<file path="src/rtl/mem_arb_pkg.sv">
// Shared types and constants for the data-memory port arbiter.
package mem_arb_pkg;

  localparam int STARVE_CNT_W = 4;

  typedef enum logic [1:0] {
    IDLE    = 2'd0,
    RESP_IF = 2'd1,
    RESP_DM = 2'd2
  } arb_state_t;

  typedef enum logic [1:0] {
    OWN_NONE = 2'd0,
    OWN_IF   = 2'd1,
    OWN_DM   = 2'd2
  } arb_owner_t;

endpackage

</file>
<file path="src/rtl/mem_arb_starve_ctr.sv">
// Counts consecutive fetch losses, saturating at MAX; max_o asks the arbiter
// to force a fetch grant.
module mem_arb_starve_ctr
  import mem_arb_pkg::*;
#(
  parameter int MAX = 4
) (
  input  logic clk_i,
  input  logic resetn_i,
  input  logic inc_i,
  input  logic clr_i,
  output logic max_o
);

  localparam logic [STARVE_CNT_W-1:0] MaxVal = STARVE_CNT_W'(MAX);

  logic [STARVE_CNT_W-1:0] cnt_q, cnt_d;

  // Clear takes precedence so a forced fetch grant always restarts the count.
  always_comb begin
    cnt_d = cnt_q;
    if (clr_i) begin
      cnt_d = '0;
    end else if (inc_i && (cnt_q != MaxVal)) begin
      cnt_d = cnt_q + STARVE_CNT_W'(1);
    end
  end

  always_ff @(posedge clk_i or negedge resetn_i) begin
    if (!resetn_i) begin
      cnt_q <= '0;
    end else begin
      cnt_q <= cnt_d;
    end
  end

  assign max_o = (cnt_q == MaxVal);

endmodule

</file>
<file path="src/rtl/mem_port_arbiter.sv">
// Shares one data-memory port between instruction fetch and the load/store
// stage, routing each single-cycle read response back to its issuer.
module mem_port_arbiter
  import mem_arb_pkg::*;
#(
  parameter int XLEN       = 32,
  parameter int STARVE_MAX = 4
) (
  input  logic            clk_i,
  input  logic            resetn_i,
  input  logic            halt_i,
  input  logic            if_req_i,
  input  logic [XLEN-1:0] if_addr_i,
  output logic            if_gnt_o,
  output logic [XLEN-1:0] if_rdata_o,
  output logic            if_rvalid_o,
  input  logic            dm_req_i,
  input  logic            dm_we_i,
  input  logic [XLEN-1:0] dm_addr_i,
  input  logic [XLEN-1:0] dm_wdata_i,
  output logic            dm_gnt_o,
  output logic [XLEN-1:0] dm_rdata_o,
  output logic            dm_rvalid_o,
  input  logic            mem_ready_i,
  output logic [XLEN-1:0] mem_addr_o,
  output logic            mem_read_en_o,
  output logic            mem_write_en_o,
  output logic [XLEN-1:0] mem_write_data_o,
  input  logic [XLEN-1:0] mem_read_data_i
);

  arb_state_t state_q, state_d;
  arb_owner_t winner;
  logic       arbEn_q;
  logic       issueOk;
  logic       starveMax;
  logic       ifGnt, dmGnt;

  assign issueOk = arbEn_q & ~halt_i & mem_ready_i;

  // Data normally wins; a starved fetch overrides it once the counter saturates.
  always_comb begin
    winner = OWN_NONE;
    if (issueOk) begin
      if (if_req_i && starveMax) begin
        winner = OWN_IF;
      end else if (dm_req_i) begin
        winner = OWN_DM;
      end else if (if_req_i) begin
        winner = OWN_IF;
      end
    end
  end

  assign ifGnt    = (winner == OWN_IF);
  assign dmGnt    = (winner == OWN_DM);
  assign if_gnt_o = ifGnt;
  assign dm_gnt_o = dmGnt;

  always_comb begin
    mem_addr_o       = '0;
    mem_read_en_o    = 1'b0;
    mem_write_en_o   = 1'b0;
    mem_write_data_o = '0;
    case (winner)
      OWN_IF: begin
        mem_addr_o    = if_addr_i;
        mem_read_en_o = 1'b1;
      end
      OWN_DM: begin
        mem_addr_o     = dm_addr_i;
        mem_read_en_o  = ~dm_we_i;
        mem_write_en_o = dm_we_i;
        if (dm_we_i) begin
          mem_write_data_o = dm_wdata_i;
        end
      end
      default: ;
    endcase
  end

  // The state only records who owns next cycle's read data; stores and idle
  // cycles leave nothing outstanding.
  always_comb begin
    state_d = IDLE;
    if (ifGnt) begin
      state_d = RESP_IF;
    end else if (dmGnt && !dm_we_i) begin
      state_d = RESP_DM;
    end
  end

  always_ff @(posedge clk_i or negedge resetn_i) begin
    if (!resetn_i) begin
      state_q <= IDLE;
      arbEn_q <= 1'b0;
    end else begin
      state_q <= state_d;
      arbEn_q <= 1'b1;
    end
  end

  mem_arb_starve_ctr #(
    .MAX(STARVE_MAX)
  ) u_starve_ctr (
    .clk_i   (clk_i),
    .resetn_i(resetn_i),
    .inc_i   (if_req_i & ~ifGnt & dmGnt),
    .clr_i   (ifGnt | ~if_req_i),
    .max_o   (starveMax)
  );

  assign if_rvalid_o = (state_q == RESP_IF);
  assign dm_rvalid_o = (state_q == RESP_DM);
  assign if_rdata_o  = if_rvalid_o ? mem_read_data_i : '0;
  assign dm_rdata_o  = dm_rvalid_o ? mem_read_data_i : '0;

endmodule
</file>
<file path="config.mk">
export PLATFORM = sky130hd
export DESIGN_NAME = mem_port_arbiter
export DESIGN_NICKNAME = d
export VERILOG_FILES = /design/src/rtl/mem_arb_pkg.sv /design/src/rtl/mem_arb_starve_ctr.sv /design/src/rtl/mem_port_arbiter.sv
export SDC_FILE = /design/constraint.sdc
export NUM_CORES = 1
export LEC_CHECK = 0
export ABC_AREA = 1
export CAP_MARGIN = 30
export CORE_AREA = 2 2 105 107
export CTS_CLUSTER_DIAMETER = 40
export DETAILED_ROUTE_END_ITERATION = 8
export DIE_AREA = 0 0 107 109
export GPL_TIMING_DRIVEN = 0
export PLACE_DENSITY = 0.64
export SYNTH_ARGS = -nofsm -noshare
export SYNTH_HDL_FRONTEND = slang
export SYNTH_SLANG_ARGS = --single-unit
</file>
<file path="constraint.sdc">
create_clock -name clk_i -period 3.1 [get_ports clk_i]
set_clock_uncertainty 0.1 [all_clocks]
set_input_delay 0.31 -clock clk_i [delete_from_list [all_inputs] [get_ports clk_i]]
set_output_delay 0.31 -clock clk_i [all_outputs]
set_load 0.01 [all_outputs]
</file>
==> insert_results.sql, run 1 <==
INSERT INTO impl_metrics (metric_group, metric, value, unit) VALUES
('cells_and_area', 'layout.cells.non_filler', '753', ''),
('setup_path', 'setup.worst_path.start', 'mem_ready_i', ''),
('logic_synthesis', 'ys_top_cells_by_area', 'nor2_1 (21%), inv_1 (16%), nand3_2 (10%), dfrtp_1 (9.4%), a21oi_2 (8.9%)', ''),
('clock_network', 'cts_tree', 'built', ''),
('setup_path', 'cp-end-kind', 'primary output', ''),
('setup_path', 'reg2reg_depth', '13', ''),
('setup_path', 'rrSetupSlack', '1.02', 'ns'),
('job', 'drv_cap', '0', ''),
('sta', 'max_clock_freq', '341', 'MHz'),
('global_route', 'grt_antenna_before_repair', '0', ''),
('floorplan', 'floorplan.core_area', '10600', 'um2'),
('route', 'final_antenna_net_count', '0', ''),
('floorplan', 'die_h', '109', 'um'),
('sta', 'timing.final.hold_violations', '0', ''),
('setup_path', 'worst-endpoint-arrival', '2.53', 'ns'),
('cells_and_area', 'finalNetCount', '753', ''),
('logic_synthesis', 'netlist-cell-type-count', '26', ''),
('clock_network', 'clk_pin_slew', '0.04', 'ns'),
('cells_and_area', 'final_cell_area', '4810', 'um2'),
('sta', 'slew_viol_final', '0', ''),
('sta', 'period_share', '0.947', ''),
('clock_network', 'clk_latency', '0.23', 'ns'),
('logic_synthesis', 'ys_seq_area_frac', '0.0941', ''),
('clock_network', 'cts_hold_repair.buffers', '0', ''),
('pwr', 'ir_worst_vdd', '0.0904', 'mV'),
('route', 'vias_per_cell', '3.97', ''),
('placement', 'dpl.hpwl', '8090', 'um'),
('clock_network', 'root_buffer', 'clkbuf_8', ''),
('route', 'vias', '2992', ''),
('global_route', 'grt_max_degree', '11', ''),
('global_route', 'grt_pass1_wl', '14000', 'um'),
('cells_and_area', 'syn_to_final_growth', '159', '%'),
('route', 'totalWireLength', '9470', 'um'),
('logic_synthesis', 'synth-seq-cells', '7', ''),
('placement', 'placed_cell_areas', '4720', 'um2'),
('floorplan', 'design.die.area', '11700', 'um2'),
('floorplan', 'i_o_pin_count', '269', ''),
('sta', 'timing.setup.tns', '0', 'ns'),
('placement', 'port-buffer-count', '268', ''),
('route', 'first_iter_violations', '115', ''),
('setup_path', 'endpoint', 'mem_write_data_o[5]', ''),
('route', 'firstDrtPassIters', '4', ''),
('sta', 'rsz0062_at_grt', 'no', ''),
('logic_synthesis', 'synth_warnings', '0', ''),
('setup_path', 'critPathKind', 'in2out', ''),
('logic_synthesis', 'netlist.top_cell.by_area', 'nor2_1', ''),
('pwr', 'leakagePower', '2.24', 'nW'),
('pwr', 'cellPowerDensity', '107', 'nW/um2'),
('route', 'route.detailed.wl_per_inst', '12.6', 'um'),
('placement', 'finalWeightedCongestion', '0.745', ''),
('clock_network', 'cts_inserted_buffers', '3', ''),
('setup_path', 'critical_path.reg2reg.endpoint', 'u_starve_ctr.cnt_q[1]', ''),
('global_route', 'via_count_of_the_first_global_routing_pass', '2821', ''),
('cells_and_area', 'drive_gt1_frac', '0.124', ''),
('clock_network', 'numClockSinks', '7', ''),
('setup_path', 'start_kind', 'primary input', ''),
('logic_synthesis', 'avgSynthCellArea', '5.49', 'um2'),
('cells_and_area', 'layout.filler_cells', '1073', ''),
('logic_synthesis', 'syn_nets', '478', ''),
('global_route', 'grt_remaining_overflow', '0', ''),
('min_path', 'hp-class', 'in2async', ''),
('floorplan', 'chipWidth', '107', 'um'),
('floorplan', 'fp-row-count', '38', ''),
('logic_synthesis', 'synth_cells', '339', ''),
('floorplan', 'floorplan.initialDensity', '0.176', ''),
('setup_path', 'cp_data_required_time', '2.69', 'ns'),
('clock_network', 'h_tree_levels', '1', ''),
('setup_path', 'worstPathMaxFanout', '10', ''),
('outcome', 'run_status', 'completed', ''),
('setup_path', 'r2r_startpoint', 'u_starve_ctr.cnt_q[0]', ''),
('global_route', 'grt_total_usage', '0.148', ''),
('route', 'drc', '0', ''),
('sta', 'final-setup-viol-count', '0', ''),
('clock_network', 'cts_buffer_depth', '2', ''),
('logic_synthesis', 'synth.top_cell.area_share', '0.210', ''),
('cells_and_area', 'antenna-diode-count', '0', ''),
('sta', 'layout_min_cycle_time', '2.94', 'ns'),
('placement', 'placed_cells', '747', ''),
('logic_synthesis', 'post_synth_instance_area', '1860', 'um2');
==> flip-flops by register name, indices dropped and copies added (netlist names) <==
name,count
u_starve_ctr.cnt_q,4
state_q,2
arbEn_q,1
==> layout by cell type (no fill, tap or decap), types with 4 or more instances in the layout <==
cell	count
clkdlybuf4s50_1	234
nor2_1	104
inv_1	77
nand2_1	41
dlygate4sd2_1	29
nand3_2	19
a21oi_2	19
nand3_1	16
a21oi_1	14
buf_4	8
dfrtp_1	7
dlymetal6s2s_1	5
o21ai_1	4
buf_6	4
buf_2	4
==> kinds of logic (layout without fill, tap and decap cells) <==
logic type / after synthesis / after routing / share of synthesized area
flops: 7 / 7 / 0.0941
buf+inv: 101 / 375 / 0.248
compound gates: 37 / 37 / 0.138
simple gates: 188 / 188 / 0.487
xor+xnor: 1 / 1 / 0.00471
fa+ha+maj: 4 / 4 / 0.0269
other cells: 1 / 1 / 0.00201
==> what timing repair did <==
action,CTS,global route
gates resized for setup,44,11
buffers inserted,3,0
endpoints found under the setup margin,63,35
pin swaps,1,1
==> where the power goes <==
group | internal [mW] | leakage [nW] | switching (mW)
Clock | 0.0869 | 0.0255 | 0.0392
Combinational | 0.196 | 2.12 | 0.0986
Sequential | 0.0934 | 0.0951 | 0.00119
Total | 0.377 | 2.24 | 0.139
==> worst max-delay path, cell delays in order <==
cell             delay (ns)
clkdlybuf4s50_1        0.51
nand3_4                0.12
nor2_8                 0.11
buf_12                 0.14
nand2_2                0.07
inv_1                  0.06
ha_2                   0.23
nand2_4                0.10
clkbuf_4               0.20
nor2_1                 0.11
clkdlybuf4s50_1        0.55
==> cell type report <==
class                   count  area (um2)  share of cell area
multi-input cells         231        1240               0.258
repair buffers            271        2680               0.557
plain buffers              22         203              0.0421
clock buffers               3        41.3             0.00858
flip-flops and latches      7         175              0.0364
clock inverters             1        5.00             0.00104
inverters                  78         293              0.0608
well taps                 140         175              0.0364
==> per-stage QoR <==
stage | total power, mW | util | hold WS, ns | setup slack [ns]
2_1_floorplan | 0.170 | - | -0.0856 | 0.733
3_3_place_gp | 0.385 | 0.445 | 0.468 | -0.252
3_5_place_dp | 0.389 | 0.445 | 0.496 | -0.255
4_1_cts | 0.522 | 0.452 | 0.253 | 0.0166
5_1_grt | 0.551 | 0.454 | 0.262 | 0.00197
6_report | 0.516 | 0.454 | 0.240 | 0.164
==> Yosys cell counts <==
cell type	instances
inv_1	77
conb_1	1
nor3_1	1
o21ai_0	1
nand3_1	16
a21oi_1	14
xor2_1	1
dfrtp_1	7
nand3_2	19
nor2_8	1
nor2_1	104
buf_6	3
nor2_4	1
buf_8	1
buf_2	13
nand3_4	1
clkbuf_1	4
nand2_2	1
nand2_1	42
nor2_2	1
buf_12	2
nand4_4	1
o21ai_1	3
a21oi_2	19
inv_2	1
ha_1	4
==> per-layer routing <==
metal | global-route usage | share of wire | vias up
met3 | 0.0448 | 0.11 | 2
met2 | 0.276 | 0.51 | 159
met1 | 0.167 | 0.38 | 1285
li1 | - | - | 1546
met5 | 0 | 0 | -
met4 | 0.0306 | 0.0042 | 0
==> worst min path at each step <==
stage / endpoint / startpoint / cells past startpoint
finish: state_q[1] / resetn_i / 1
global route: state_q[1] / resetn_i / 1
CTS: state_q[1] / resetn_i / 1
detailed placement: state_q[1] / resetn_i / 1
global placement: u_starve_ctr.cnt_q[1] / u_starve_ctr.cnt_q[1] / 2
floorplan: arbEn_q / resetn_i / 0
Note: power is estimated with default switching activity, not from simulation.
==> run 2: changes to the inputs <==
--- a/config.mk
+++ b/config.mk
@@ -13,6 +13,7 @@
 export DIE_AREA = 0 0 107 109
 export GPL_TIMING_DRIVEN = 0
 export PLACE_DENSITY = 0.64
+export SLEW_MARGIN = 30
 export SYNTH_ARGS = -nofsm -noshare
 export SYNTH_HDL_FRONTEND = slang
 export SYNTH_SLANG_ARGS = --single-unit
==> results of run 2 <==
The final DEF is identical to that of run 1; final timing and power are the same.
